[src/rtl/pipeline_hazard_ctrl_if.sv]
// Control bundle between the pipeline datapath and the hazard sequencer.
// The datapath (master) supplies the hazard sources; the sequencer (slave) returns
// the stage enables, the flush strobes and the statistics.
interface pipeline_hazard_ctrl_if #(
  parameter int CNT_W = 32
);
  logic [4:0]       rs_ID;
  logic [4:0]       rt_ID;
  logic             usesRt_ID;
  logic             memRead_EXE;
  logic [4:0]       regWriteAddress_EXE;
  logic             jumpTaken_EXE;
  logic             branchTaken_MEM;
  logic             memBusy_MEM;

  logic             PCWrite;
  logic             IFtoID_write;
  logic             pipeEnable;
  logic             IFtoID_flush;
  logic             IDtoEXE_flush;
  logic             EXEtoMEM_flush;
  logic [1:0]       state;
  logic [CNT_W-1:0] stallCount;
  logic [CNT_W-1:0] flushCount;
  logic             freezeTimeout;

  modport master (
    output rs_ID, rt_ID, usesRt_ID, memRead_EXE, regWriteAddress_EXE,
           jumpTaken_EXE, branchTaken_MEM, memBusy_MEM,
    input  PCWrite, IFtoID_write, pipeEnable, IFtoID_flush, IDtoEXE_flush,
           EXEtoMEM_flush, state, stallCount, flushCount, freezeTimeout
  );

  modport slave (
    input  rs_ID, rt_ID, usesRt_ID, memRead_EXE, regWriteAddress_EXE,
           jumpTaken_EXE, branchTaken_MEM, memBusy_MEM,
    output PCWrite, IFtoID_write, pipeEnable, IFtoID_flush, IDtoEXE_flush,
           EXEtoMEM_flush, state, stallCount, flushCount, freezeTimeout
  );
endinterface

[src/rtl/pipeline_hazard_ctrl.sv]
// Stall/flush sequencer for the five-stage pipeline.
//
//   state  | meaning
//   INIT   | post-reset window: PC held, every pipeline register loads a bubble
//   RUN    | normal issue; load-use stall, jump/branch flush, or freeze on memBusy
//   FREEZE | data RAM busy: everything held; leaves as soon as memBusy_MEM drops
//
// In FREEZE with memBusy_MEM low the cycle is evaluated exactly like RUN, so a
// branch or jump that was waiting behind the busy RAM flushes in that same cycle.
module pipeline_hazard_ctrl #(
  parameter int INIT_CYCLES = 2,
  parameter int MAX_FREEZE  = 15,
  parameter int CNT_W       = 32
) (
  input  logic CLK,
  input  logic Reset,
  pipeline_hazard_ctrl_if.slave bus
);

  typedef enum logic [1:0] {
    INIT   = 2'd0,
    RUN    = 2'd1,
    FREEZE = 2'd2
  } state_t;

  localparam int INIT_W = (INIT_CYCLES > 1) ? $clog2(INIT_CYCLES) : 1;
  localparam int FRZ_W  = (MAX_FREEZE > 0) ? $clog2(MAX_FREEZE + 1) : 1;
  localparam logic [INIT_W-1:0] INIT_LAST = INIT_W'(INIT_CYCLES - 1);
  localparam logic [FRZ_W-1:0]  FRZ_LIMIT = FRZ_W'(MAX_FREEZE);
  localparam logic [FRZ_W-1:0]  FRZ_LAST  = FRZ_W'(MAX_FREEZE - 1);

  state_t             stateQ, stateD;
  logic [INIT_W-1:0]  initCnt;
  logic [FRZ_W-1:0]   freezeCnt;
  logic [CNT_W-1:0]   stallCnt;
  logic [CNT_W-1:0]   flushCnt;
  logic               timeoutQ;

  logic loadUse;
  logic stallEv;
  logic flushEv;
  logic pcWrite, ifIdWrite, pipeEn, ifIdFlush, idExFlush, exMemFlush;

  // A register of 0 is never a real dependency, so it cannot cause a stall.
  assign loadUse = bus.memRead_EXE && (bus.regWriteAddress_EXE != 5'd0) &&
                   ((bus.regWriteAddress_EXE == bus.rs_ID) ||
                    (bus.usesRt_ID && (bus.regWriteAddress_EXE == bus.rt_ID)));

  // Next state and per-cycle pipeline controls; INIT/reset values are the defaults.
  always_comb begin
    stateD     = stateQ;
    pcWrite    = 1'b0;
    ifIdWrite  = 1'b1;
    pipeEn     = 1'b1;
    ifIdFlush  = 1'b1;
    idExFlush  = 1'b1;
    exMemFlush = 1'b1;
    stallEv    = 1'b0;
    flushEv    = 1'b0;
    case (stateQ)
      INIT: begin
        if (initCnt == INIT_LAST) stateD = RUN;
      end
      RUN, FREEZE: begin
        ifIdFlush  = 1'b0;
        idExFlush  = 1'b0;
        exMemFlush = 1'b0;
        if (bus.memBusy_MEM) begin
          ifIdWrite = 1'b0;
          pipeEn    = 1'b0;
          stateD    = FREEZE;
        end else begin
          stateD  = RUN;
          pcWrite = 1'b1;
          if (bus.branchTaken_MEM) begin
            ifIdFlush  = 1'b1;
            idExFlush  = 1'b1;
            exMemFlush = 1'b1;
            flushEv    = 1'b1;
          end else if (bus.jumpTaken_EXE) begin
            ifIdFlush = 1'b1;
            idExFlush = 1'b1;
            flushEv   = 1'b1;
          end else if (loadUse) begin
            pcWrite   = 1'b0;
            ifIdWrite = 1'b0;
            idExFlush = 1'b1;
            stallEv   = 1'b1;
          end
        end
      end
      default: stateD = INIT;
    endcase
  end

  // State register and INIT window counter.
  always_ff @(posedge CLK or negedge Reset) begin
    if (!Reset) begin
      stateQ  <= INIT;
      initCnt <= '0;
    end else begin
      stateQ <= stateD;
      if (stateQ == INIT && initCnt != INIT_LAST) initCnt <= initCnt + 1'b1;
    end
  end

  // Freeze length watchdog; only observes, never steers the FSM.
  always_ff @(posedge CLK or negedge Reset) begin
    if (!Reset) begin
      freezeCnt <= '0;
      timeoutQ  <= 1'b0;
    end else begin
      if (stateQ != FREEZE && stateD == FREEZE) begin
        freezeCnt <= '0;
      end else if (stateQ == FREEZE) begin
        if (freezeCnt != FRZ_LIMIT) freezeCnt <= freezeCnt + 1'b1;
        if (freezeCnt == FRZ_LAST) timeoutQ <= 1'b1;
      end
    end
  end

  // Saturating statistics; a cycle with both branch and jump is one flush event.
  always_ff @(posedge CLK or negedge Reset) begin
    if (!Reset) begin
      stallCnt <= '0;
      flushCnt <= '0;
    end else begin
      if (stallEv && !(&stallCnt)) stallCnt <= stallCnt + 1'b1;
      if (flushEv && !(&flushCnt)) flushCnt <= flushCnt + 1'b1;
    end
  end

  assign bus.PCWrite        = pcWrite;
  assign bus.IFtoID_write   = ifIdWrite;
  assign bus.pipeEnable     = pipeEn;
  assign bus.IFtoID_flush   = ifIdFlush;
  assign bus.IDtoEXE_flush  = idExFlush;
  assign bus.EXEtoMEM_flush = exMemFlush;
  assign bus.state          = stateQ;
  assign bus.stallCount     = stallCnt;
  assign bus.flushCount     = flushCnt;
  assign bus.freezeTimeout  = timeoutQ;

endmodule

[src/flat_wrapper.sv]
// flat-port wrapper written by rule: the top's interface ports become plain ports
module pipeline_hazard_ctrl_flat 
#(
  parameter int INIT_CYCLES = 2,
  parameter int MAX_FREEZE  = 15,
  parameter int CNT_W       = 32
)
  (CLK, Reset, bus_rs_ID, bus_rt_ID, bus_usesRt_ID, bus_memRead_EXE, bus_regWriteAddress_EXE, bus_jumpTaken_EXE, bus_branchTaken_MEM, bus_memBusy_MEM, bus_PCWrite, bus_IFtoID_write, bus_pipeEnable, bus_IFtoID_flush, bus_IDtoEXE_flush, bus_EXEtoMEM_flush, bus_state, bus_stallCount, bus_flushCount, bus_freezeTimeout);
  pipeline_hazard_ctrl_if #(.CNT_W(CNT_W)) bus_i ();
  input  logic CLK;
  input  logic Reset;
  input wire logic [$bits(bus_i.rs_ID)-1:0] bus_rs_ID;
  input wire logic [$bits(bus_i.rt_ID)-1:0] bus_rt_ID;
  input wire logic [$bits(bus_i.usesRt_ID)-1:0] bus_usesRt_ID;
  input wire logic [$bits(bus_i.memRead_EXE)-1:0] bus_memRead_EXE;
  input wire logic [$bits(bus_i.regWriteAddress_EXE)-1:0] bus_regWriteAddress_EXE;
  input wire logic [$bits(bus_i.jumpTaken_EXE)-1:0] bus_jumpTaken_EXE;
  input wire logic [$bits(bus_i.branchTaken_MEM)-1:0] bus_branchTaken_MEM;
  input wire logic [$bits(bus_i.memBusy_MEM)-1:0] bus_memBusy_MEM;
  output wire logic [$bits(bus_i.PCWrite)-1:0] bus_PCWrite;
  output wire logic [$bits(bus_i.IFtoID_write)-1:0] bus_IFtoID_write;
  output wire logic [$bits(bus_i.pipeEnable)-1:0] bus_pipeEnable;
  output wire logic [$bits(bus_i.IFtoID_flush)-1:0] bus_IFtoID_flush;
  output wire logic [$bits(bus_i.IDtoEXE_flush)-1:0] bus_IDtoEXE_flush;
  output wire logic [$bits(bus_i.EXEtoMEM_flush)-1:0] bus_EXEtoMEM_flush;
  output wire logic [$bits(bus_i.state)-1:0] bus_state;
  output wire logic [$bits(bus_i.stallCount)-1:0] bus_stallCount;
  output wire logic [$bits(bus_i.flushCount)-1:0] bus_flushCount;
  output wire logic [$bits(bus_i.freezeTimeout)-1:0] bus_freezeTimeout;
  assign bus_i.rs_ID = bus_rs_ID;
  assign bus_i.rt_ID = bus_rt_ID;
  assign bus_i.usesRt_ID = bus_usesRt_ID;
  assign bus_i.memRead_EXE = bus_memRead_EXE;
  assign bus_i.regWriteAddress_EXE = bus_regWriteAddress_EXE;
  assign bus_i.jumpTaken_EXE = bus_jumpTaken_EXE;
  assign bus_i.branchTaken_MEM = bus_branchTaken_MEM;
  assign bus_i.memBusy_MEM = bus_memBusy_MEM;
  assign bus_PCWrite = bus_i.PCWrite;
  assign bus_IFtoID_write = bus_i.IFtoID_write;
  assign bus_pipeEnable = bus_i.pipeEnable;
  assign bus_IFtoID_flush = bus_i.IFtoID_flush;
  assign bus_IDtoEXE_flush = bus_i.IDtoEXE_flush;
  assign bus_EXEtoMEM_flush = bus_i.EXEtoMEM_flush;
  assign bus_state = bus_i.state;
  assign bus_stallCount = bus_i.stallCount;
  assign bus_flushCount = bus_i.flushCount;
  assign bus_freezeTimeout = bus_i.freezeTimeout;
  pipeline_hazard_ctrl #(.INIT_CYCLES(INIT_CYCLES), .MAX_FREEZE(MAX_FREEZE), .CNT_W(CNT_W)) u_core (.CLK(CLK), .Reset(Reset), .bus(bus_i));
endmodule
[config.mk]
export PLATFORM = sky130hd
export DESIGN_NAME = pipeline_hazard_ctrl_flat
export DESIGN_NICKNAME = d
export VERILOG_FILES = /design/src/rtl/pipeline_hazard_ctrl_if.sv /design/src/rtl/pipeline_hazard_ctrl.sv /design/src/flat_wrapper.sv
export SDC_FILE = /design/constraint.sdc
export NUM_CORES = 1
export LEC_CHECK = 0
export BUFFER_PORTS_ARGS = -buffer_cell sky130_fd_sc_hd__buf_2
export CORE_MARGIN = 8
export CORE_UTILIZATION = 53
export CTS_CLUSTER_SIZE = 14
export DETAILED_ROUTE_END_ITERATION = 6
export GPL_ROUTABILITY_DRIVEN = 0
export PLACE_DENSITY_LB_ADDON = 0.15
export SYNTH_ARGS = -nofsm -noshare
export SYNTH_HDL_FRONTEND = slang
export SYNTH_SLANG_ARGS = --single-unit
[constraint.sdc]
create_clock -name CLK -period 2.46 [get_ports CLK]
set_clock_uncertainty 0.1 [all_clocks]
set_input_delay 0.123 -clock CLK [delete_from_list [all_inputs] [get_ports CLK]]
set_output_delay 0.123 -clock CLK [all_outputs]
set_load 0.05 [all_outputs]
==> impl_metrics.env <==
export IMPL_min_period_ps=2260
export IMPL_dr_max_layer_used="met4"
export IMPL_setup_tns_ps=0
export IMPL_synth_edf_count=0
export IMPL_final_cell_mix="buf_2 (94), dfrtp_1 (70), xnor2_1 (57)"
export IMPL_seqCellArea_sq_um=1800
export IMPL_synth_distinct_cells=39
export IMPL_die_w_um=98.8
export IMPL_hold_start="bus_memBusy_MEM"
export IMPL_post_place_ws_ps=24.0
export IMPL_max_stage_delay_ps=440
export IMPL_synthArstFlopShare_pct=100
export IMPL_tritoncts="done"
export IMPL_cts_buffers=9
export IMPL_globalRouteOverflowTotal=0
export IMPL_rr_endpoint="u_core.bus.stallCount[30]"
export IMPL_finalHoldViolations=0
export IMPL_setup_ws_ps=196
export IMPL_worstHoldPathCells=3
export IMPL_drt_total_wl_mm=8.68
export IMPL_vdd_drop_max_mv=0.572
export IMPL_grt_pass1_wl_mm=14.3
export IMPL_drt_initial_drc_count=90
export IMPL_total_power_mw=3.43
export IMPL_dp_hpwl_mm=6.49
export IMPL_post_route_drc_count=0
export IMPL_port_buffers=94
export IMPL_layout_commonest_cell="buf_2"
export IMPL_synthesis_area_sq_um=3630
export IMPL_drv_slew=0
export IMPL_route_met2_wl_mm=4.01
export IMPL_cts_sinks=72
export IMPL_rsz0062_at_grt="no"
export IMPL_root_buffer="clkbuf_8"
export IMPL_synth_seq_cells=72
export IMPL_vias=3057
export IMPL_antenna_found_initial=0
export IMPL_relSlewSlack_pct=64.5
export IMPL_timing_rr_start="u_core.bus.state[1]"
export IMPL_required_ps=2620
export IMPL_avgSynthCellArea_sq_um=10.6
export IMPL_clk_pin_slew_ps=70
export IMPL_drive_above_1_share_pct=28.7
export IMPL_min_path_type="in -> reg"
export IMPL_worst_r2r_setup_slack_ps=200
export IMPL_crit_slowest_cell="nor4_1"
export IMPL_syn_nets=372
export IMPL_met1_length_mm=4.06
export IMPL_die_area_sq_um=9760
export IMPL_status="finished clean"
export IMPL_fin_util_pct=67.2
export IMPL_clk_path_buf_depth=2
export IMPL_power_density_nw_per_um2=759
export IMPL_postCtsSetupRepairBufs=0
export IMPL_fmax_mhz=442
export IMPL_drt_pass1_iterations=4
export IMPL_synthDominantCellAreaShare_pct=49.6
export IMPL_crit_fanout=8
export IMPL_r2r_cells=7
export IMPL_path_class="reg -> reg"
export IMPL_die_y_um=98.8
export IMPL_viasPerCell=5.66
export IMPL_diodes=0
export IMPL_wl_per_cell_um=16.1
export IMPL_ys_warn_count=0
export IMPL_place_inst=523
export IMPL_io_pins=95
export IMPL_area_delta_synth_final_pct=24.3
export IMPL_critPathArrivalTime_ps=2420
export IMPL_synthCells=343
export IMPL_critPathLaunchType="flop"
export IMPL_yosys_top_cells_area="dfrtp_1 (50%), xnor2_1 (14%), nand4_1 (5.3%)"
export IMPL_seq_area_frac_synth_pct=49.6
export IMPL_hold_end="u_core.bus.state[1]"
export IMPL_synth_area_leader_cell="dfrtp_1"
export IMPL_initial_core_util_pct=54.1
export IMPL_final_antenna_net_count=0
export IMPL_htree_num_levels=3
export IMPL_fillCellCount=563
export IMPL_coreArea_sq_um=6720
export IMPL_power_leakage_nw=2.23
export IMPL_end_kind="flop"
export IMPL_first_global_vias=3032
export IMPL_drv_cap=0
export IMPL_final_cells=540
export IMPL_grt_max_degree=73
export IMPL_layout_nets=484
export IMPL_worstMarginPinSlew_ps=531
export IMPL_dr_wl_met3_um=489
export IMPL_synth_ff_type="dfrtp_1"
export IMPL_grt_total_usage_pct=17.9
export IMPL_row_count=30
export IMPL_fin_crit_sh_pct=92.0
export IMPL_multi_input_area_sq_um=1790
export IMPL_setup_violations=0
export IMPL_path_cells="inv_1, ha_1, nand2b_2, nor3_2, nand3_1, nor4_1, xnor2_1"
export IMPL_clock_latency_ps=340
-- cell usage after synthesis (7+ instances only) --
master,number
ha_1,7
nand3_1,24
dfrtp_1,72
nor3_1,8
nor4_1,7
and3_1,13
nand4_1,31
and4_1,9
xor2_1,16
nand2_1,27
o21ai_0,7
xnor2_1,57
nor2_1,17
inv_1,9
-- cell families after synthesis --
family | share of synthesized area (%)
AO/OA/AOI/OAI | 3.58
XOR/XNOR | 17.6
adder cells (fa/ha/maj) | 2.41
buffers and inverters | 1.52
flip-flops | 49.6
multiplexers | 0.620
AND/OR/NAND/NOR | 24.7
-- power breakdown --
group / leakage, nW / switching [mW] / internal [mW]
Sequential: 0.963 / 0.113 / 1.28
Combinational: 1.15 / 0.714 / 0.268
Clock: 0.113 / 0.450 / 0.604
Total: 2.23 / 1.28 / 2.15
-- state kept, by name, indices dropped and copies added (netlist names) --
signal / flops
u_core.bus.flushCount: 32
u_core.bus.stallCount: 32
u_core.freezeCnt: 4
u_core.bus.state: 2
u_core.bus.freezeTimeout: 1
u_core.initCnt: 1
-- metrics by stage --
step / cell area [sq um] / hold WS (ps)
floorplan: 3640 / -273
global placement: 4270 / 78.4
detailed placement: 4270 / 81.0
CTS: 4510 / 2.20
global route: 4520 / 29.0
finish: 4520 / 36.6
-- worst max path at each step --
stage,start,to,slack [ps],depth (start not counted)
finish,u_core.bus.state[1],u_core.bus.stallCount[30],200,7
CTS,u_core.bus.state[1],u_core.bus.stallCount[23],3,7
global route,u_core.bus.state[1],u_core.bus.flushCount[30],50,9
floorplan,u_core.bus.flushCount[24],u_core.bus.flushCount[21],40,6
global placement,u_core.bus.state[0],u_core.bus.stallCount[21],50,7
detailed placement,u_core.bus.state[1],u_core.bus.stallCount[26],20,7
-- worst max-delay path: cells and delay by family (launching register included) --
family	cells	cell delay, ps
XOR/XNOR	1	160
AND/OR/NAND/NOR	4	1110
flip-flops	1	410
adder cells (fa/ha/maj)	1	350
buffers and inverters	1	60
-- repair_timing --
action,in CTS,in global routing
hold buffers,1,0
resized for setup,0,2
hold endpoints to repair,72,0
endpoints found under the setup margin,0,10
-- metal layers --
layer,up-vias,track usage [%]
met5,-,0
met4,0,7.79
met3,12,4.93
met2,77,28.1
met1,1517,22.6
li1,1451,-
-- area by class of cell --
class / instances / area share (%)
well taps: 80 / 2.22
inverters: 9 / 0.748
repair buffers: 104 / 12.4
multi-input cells: 259 / 39.6
clock inverters: 6 / 2.00
flip-flops and latches: 72 / 40.0
clock buffers: 10 / 3.05
(Power assumes the default switching activity.)
